`src/rtl/instruction_fetch_queue.sv`:
```
// Fetch stage: owns the PC, reads a synchronous imem, queues {pc,word} pairs for decode; FETCH_BYPASS_EN forwards an empty-queue response directly.
// Latency: request N, data N+1, InstrValid N+2 (N+1 with FETCH_BYPASS_EN).
// Backpressure: InstrReady low stops requests once queued plus in-flight words reach DEPTH.
module instruction_fetch_queue #(
  parameter int          DEPTH    = 4,
  parameter logic [15:0] RESET_PC = 16'h000A
) (
  input  logic        Clock,
  input  logic        Reset,
  output logic        ImemReq,
  output logic [15:0] ImemAddr,
  input  logic [15:0] ImemData,
  input  logic        Redirect,
  input  logic [15:0] RedirectPC,
  output logic        InstrValid,
  input  logic        InstrReady,
  output logic [15:0] Instr,
  output logic [15:0] InstrPC
);

  localparam int AW = $clog2(DEPTH);
  localparam int CW = $clog2(DEPTH + 1);

  typedef struct packed {
    logic [15:0] pc;
    logic [15:0] word;
  } entry_t;

  entry_t        fifo_mem [DEPTH];
  entry_t        head;
  logic [AW-1:0] rd_ptr;
  logic [AW-1:0] wr_ptr;
  logic [CW-1:0] count;
  logic [CW-1:0] occupancy;
  logic          inflight;
  logic          discard;
  logic [15:0]   pc;
  logic [15:0]   inflight_pc;
  logic          fifo_empty;
  logic          resp_vld;
  logic          pop;
  logic          pop_fifo;
  logic          push;

  assign fifo_empty = (count == '0);
  assign occupancy  = count + CW'(inflight);
  assign ImemReq    = ~Reset & ~Redirect & (occupancy < CW'(DEPTH));
  assign ImemAddr   = pc;
  // A response landing in the redirect cycle belongs to the old path.
  assign resp_vld   = inflight & ~discard & ~Redirect;

  always_comb begin
    head       = '0;
    InstrValid = 1'b0;
    if (!fifo_empty) begin
      head       = fifo_mem[rd_ptr];
      InstrValid = 1'b1;
    end
`ifdef FETCH_BYPASS_EN
    else if (resp_vld) begin
      head       = {inflight_pc, ImemData};
      InstrValid = 1'b1;
    end
`endif
  end

  assign Instr    = head.word;
  assign InstrPC  = head.pc;
  assign pop      = InstrValid & InstrReady;
  assign pop_fifo = pop & ~fifo_empty;

`ifdef FETCH_BYPASS_EN
  assign push = resp_vld & ~(fifo_empty & pop);
`else
  assign push = resp_vld;
`endif

  always_ff @(posedge Clock or posedge Reset) begin
    if (Reset) begin
      pc          <= RESET_PC;
      rd_ptr      <= '0;
      wr_ptr      <= '0;
      count       <= '0;
      inflight    <= 1'b0;
      inflight_pc <= '0;
      discard     <= 1'b0;
    end else if (Redirect) begin
      pc       <= RedirectPC & 16'hFFFE;
      rd_ptr   <= '0;
      wr_ptr   <= '0;
      count    <= '0;
      inflight <= 1'b0;
      // No request issues during a redirect, so nothing new is due next cycle.
      discard  <= ImemReq;
    end else begin
      discard <= 1'b0;
      if (ImemReq) begin
        pc          <= pc + 16'd2;
        inflight    <= 1'b1;
        inflight_pc <= pc;
      end else begin
        inflight <= 1'b0;
      end
      if (push) wr_ptr <= wr_ptr + AW'(1);
      if (pop_fifo) rd_ptr <= rd_ptr + AW'(1);
      if (push && !pop_fifo) count <= count + CW'(1);
      else if (pop_fifo && !push) count <= count - CW'(1);
    end
  end

  always_ff @(posedge Clock) begin
    if (push) fifo_mem[wr_ptr] <= {inflight_pc, ImemData};
  end

endmodule

```
`config.mk`:
```
export PLATFORM = sky130hd
export DESIGN_NAME = instruction_fetch_queue
export DESIGN_NICKNAME = d
export VERILOG_FILES = /design/src/rtl/instruction_fetch_queue.sv
export SDC_FILE = /design/constraint.sdc
export NUM_CORES = 1
export LEC_CHECK = 0
export BUFFER_PORTS_ARGS = -buffer_cell sky130_fd_sc_hd__buf_2
export CAP_MARGIN = 5
export CORE_ASPECT_RATIO = 0.6
export CORE_UTILIZATION = 25
export CTS_CLUSTER_SIZE = 16
export DETAILED_ROUTE_END_ITERATION = 12
export PLACE_DENSITY = 0.46
export SLEW_MARGIN = 25
export SYNTH_ARGS = -nofsm -noshare
export SYNTH_HDL_FRONTEND = slang
export SYNTH_SLANG_ARGS = --single-unit
```
`constraint.sdc`:
```
create_clock -name Clock -period 2.45 [get_ports Clock]
set_input_delay 0.3675 -clock Clock [delete_from_list [all_inputs] [get_ports Clock]]
set_output_delay 0.3675 -clock Clock [all_outputs]
set_load 0.01 [all_outputs]
```
# Word-level counts from Yosys, hierarchy flattened
# Memories as Yosys holds them, arrays and structs flattened.
# Index checks and enable logic that the tools add are counted.
# totals
reg_bits,41
mem_bits_rw,128
input_bits,36
word_cells,51
memories,1
# memory_table
memory,words,width,read_ports,rd_clocked_by_memory_dff,write_ports,line,rtl
fifo_mem,4,32,1,0,1,29,entry_t fifo_mem [DEPTH];
# op_classes
n_addsub,6
order_cmp,1
n_mux,16
bitwise_logic,10
n_reduce_logical,10
# ops
operator,count
$mux W16,2
$mux W32,1
$add A16 B2 Y16 const B,1
$mux W3,3
$mux W2,4
$and A1 B1 Y1,6
$mux W1,6
$reduce_bool A2 Y1,3
$add A2 B1 Y2 const B,2
$not A1 Y1,4
$add A3 B1 Y3,1
$add A3 B1 Y3 const B,1
$logic_not A3 Y1,1
$lt A3 B3 Y1 const B,1
$reduce_bool A3 Y1,1
$sub A3 B1 Y3 const B,1
$logic_and A1 B1 Y1,2
$logic_not A1 Y1,2
$reduce_and A2 Y1,1

# Logic depth before layout (Yosys ltp)
# logic_depth
depth_word,8
mapped_depth,9

# Worst setup path after synthesis
# No wires, ideal clock.
# synth_path
kind,input to register
startpoint,input Redirect
endpoint,memory fifo_mem[1][0] in the netlist's numbering (enable)
arrival_ps,1710
slack_ps,349
cell_stages,4
n_path_buf,2
path_cell_list,clkbuf_1 > inv_1 > buf_2 > and3_1
# synth_via
elab_chain_len,4
# synth_lines
element,line,rtl
from (decl),13,"input logic Redirect,"
$not A1 Y1 (no source line),-,
$and A1 B1 Y1,50,assign resp_vld = inflight & ~discard & ~Redirect;
$mux W1,112,"if (push) fifo_mem[wr_ptr] <= {inflight_pc, ImemData};"
$mux W1 (not written as such),112,
to (decl),29,
# No other way between the ends.

# Worst setup path in the final report
# layout_path
startpoint,register rd_ptr[0]
endpoint,output InstrPC[11]
# layout_via
elab_chain_len,2
# layout_lines
element,line,rtl
from (decl),31,logic [AW-1:0] rd_ptr;
from (signal assigned),105,if (pop_fifo) rd_ptr <= rd_ptr + AW'(1);
$mem_v2 Z4 W32,-,
$mux W32,55,if (!fifo_empty) begin
to (decl),18,output logic [15:0] InstrPC
# No other way between the ends.

==> run_results.csv <==
group,metric,value,unit
global_route,grt_pass1_wl,22620,µm
timing,finalSetupViolations,0,
synth,netlist_instances,387,
clock_network,ctsHtreeMaxLevel,4,
synth,yosysTopAreaCell,"edfxtp_1",
worst_setup_path,path_max_fanout,11,
clock_network,postCtsSetupRepairBufs,0,
floorplan,dieHeight,128.7,µm
layout,syn_to_final_growth,22.75,%
timing,rsz0062_at_grt,"false",
synth,ys_ff_latch,163,
synth,synth_xor_area_share,1.833,%
drt,routed_wl,14520,µm
synth,ys_top_cells_by_area,"edfxtp_1 (56%), dfrtp_1 (14%), mux4_2 (10%)",
layout,antenna_cells,0,
clock_network,clockBufferDepth,2,
worst_setup_path,reg2reg_slack,390,ps
run_status,status,"complete, no violations",
floorplan,ios,86,
worst_hold_path,min_path_cells,3,
drt,final_antenna_net_count,0,
timing,final_max_slew_viol_count,0,
drt,drc_errors,0,
timing,timing.final.ws_setup,142.3,ps
power,irDropWorstVdd,0.0004417,V
clock_network,worstSkewPairLatency,420,ps
power,fin_total_pwr,8.053,mW
layout,nets,524,
worst_hold_path,min_to,"ImemAddr[2]$_DFFE_PP0P_",
placed_design,portBuffers,82,
global_route,grt_pass1_vias,3895,
synth,synth_top_family_by_area,"multiplexers",
synth,synth_fa_ha_area_share,1.235,%
worst_setup_path,criticalPathCategory,"reg -> out",
worst_setup_path,r2r-end,"inflight_pc[12]$_DFFE_PP0P_",
timing,whs,142.7,ps
timing,finalHoldViolCount,0,
worst_setup_path,cp.arrival,1940,ps
global_route,grt_usage,11.39,%
synth,async_flop_share,23.93,%
drt,viasPerCell,4.287,
timing,fin_skew,9.369,ps
clock_network,numCtsBuffers,17,
worst_hold_path,hp-class,"in -> reg",
power,p_per_area,981.0,nW/µm²
synth,ys_warn_count,0,
synth,synthMuxAreaShare,13.26,%
synth,yosys.area.top_type_share,55.68,%
floorplan,initial_core_util,25.93,%
synth,synthDistinctLibCells,48,
worst_setup_path,r2r_start,"count[0]$_DFFE_PP0P_",
drt,dr.pass1.iters,4,
worst_setup_path,startpoint_type,"register",
clock_network,root_buffer,"clkbuf_16",
floorplan,die_area,27430,µm²
worst_setup_path,critPathCaptureType,"output pin",
worst_setup_path,cp_data_required_time,2080,ps
synth,synthSimpleGateAreaFrac,7.315,%
clock_network,cts.clk_slew.worst_paths,70,ps
synth,ys_top_cells_by_count,"edfxtp_1 (124), dfrtp_1 (37), and2_1 (34)",
synth,avgSynthCellArea,17.28,µm²
placed_design,post-dp-hpwl,9523,µm
layout,drive_gt1_share,34.95,%
drt,wl_per_cell,17.14,µm
timing,period_share,94.19,%
layout,fin_util,31.83,%
power,p_leak,2.885,nW
synth,synth-edff-count,124,
worst_setup_path,rr_worst_depth,5,
floorplan,core.rowCount,45,
floorplan,dieWidth,213.2,µm
clock_network,cts_tree,"yes",
synth,synth-compound-area-share,3.723,%
timing,min_period,2308,ps
synth,synth.cell_area,6688,µm²
placed_design,pre_cts_ws,321.7,ps
timing,clock.fmax,433.3,MHz
drt,vias,3631,
synth,synth_ff_type,"edfxtp_1",
placed_design,finalWeightedCongestion,0.7419,
job,drv_cap,0,
synth,synth_most_common_cell,"edfxtp_1",
global_route,antenna_found_initial,0,
clock_network,clock_sink_count,163,
floorplan,core_area,25790,µm²
global_route,overflow,0,
global_route,grt_max_degree,34,
synth,seq_area_frac_synth,70.31,%
timing,tns,0,ps
drt,drtIter0Drc,147,
worst_hold_path,hold_start,"RedirectPC[2]",
-- stage by stage --
stage	cells	instance area [µm²]
2_1_floorplan	389	6695
3_3_place_gp	814	7614
3_5_place_dp	814	7614
4_1_cts	847	8209
5_1_grt	847	8209
6_report	847	8209
-- critical path, stage by stage, from the launching register on --
cell and delay [ps]:
dfrtp_2 390, buf_4 250, mux4_2 560, and2_1 180
buf_2 140
-- worst max path at each step --
stage / start / end / slack (ps) / cells past startpoint
floorplan: Redirect / fifo_mem[1][0]$_DFFE_PP_ / 350 / 4
global placement: count[0]$_DFFE_PP0P_ / InstrPC[9] / 330 / 3
detailed placement: count[0]$_DFFE_PP0P_ / InstrPC[15] / 320 / 3
CTS: rd_ptr[0]$_DFFE_PP0P_ / InstrPC[11] / 90 / 4
global route: rd_ptr[0]$_DFFE_PP0P_ / InstrPC[11] / 30 / 4
finish: rd_ptr[0]$_DFFE_PP0P_ / InstrPC[11] / 140 / 4
-- cells in the final DEF (no fill, tap or decap), drive strengths merged, types with 2 or more instances in the layout --
master and n:
o211ai 2, inv 15, nand2 13, o21ai 14, and2 34, bufinv 2
and3 5, or3 6, nand3 7, xor2 2, xnor2 12, ha 5
edfxtp 124, dfrtp 37, conb 3, a211oi 5, mux4 31, dfstp 2
clkinvlp 3, nor2 13, nand4 3, a21oi 3, mux2i 2, clkbuf 19
a31oi 5, mux2 15, nor3 2, buf 94, clkinv 2
-- state kept, by name, indices dropped and copies added, names as in the netlist --
register	count
count	3
inflight	1
rd_ptr	2
fifo_mem	124
inflight_pc	15
discard	1
ImemAddr	15
wr_ptr	2
-- cells by family (layout without fill, tap and decap cells) --
logic type	count (synthesis)	count (layout)
flops	163	163
simple gates	88	88
mux	48	48
compound gates	37	37
buf+inv	30	136
xor+xnor	14	14
fa+ha+maj	6	6
other cells	1	3
-- power by group --
part	switching [mW]	internal (mW)
Clock	1.13	1.52
Combinational	0.958	0.870
Sequential	0.266	3.31
Total	2.35	5.70
-- final cells by class --
| type | instances | area [µm²] |
|---|---|---|
| Fill cell | 2578 | 17580 |
| Sequential cell | 163 | 4705 |
| Multi-Input combinational cell | 196 | 1851 |
| Timing Repair Buffer | 95 | 598.1 |
| Tap cell | 352 | 440.4 |
| Clock buffer | 19 | 432.9 |
| Clock inverter | 13 | 148.9 |
| Inverter | 9 | 33.78 |
-- layer usage --
layer	global-route usage (%)	part of all wire, %
met1	15.88	50
met2	17.46	45
met3	3.344	3.8
met4	2.689	0.69
met5	0	0
-- timing repair --
action | CTS | global route
endpoints found under the hold margin | 5 | 0
hold buffers | 1 | 0
gates resized for setup | 1 | 0
setup endpoints to repair | 31 | 0
No activity file was read; power rests on OpenSTA's default activity.
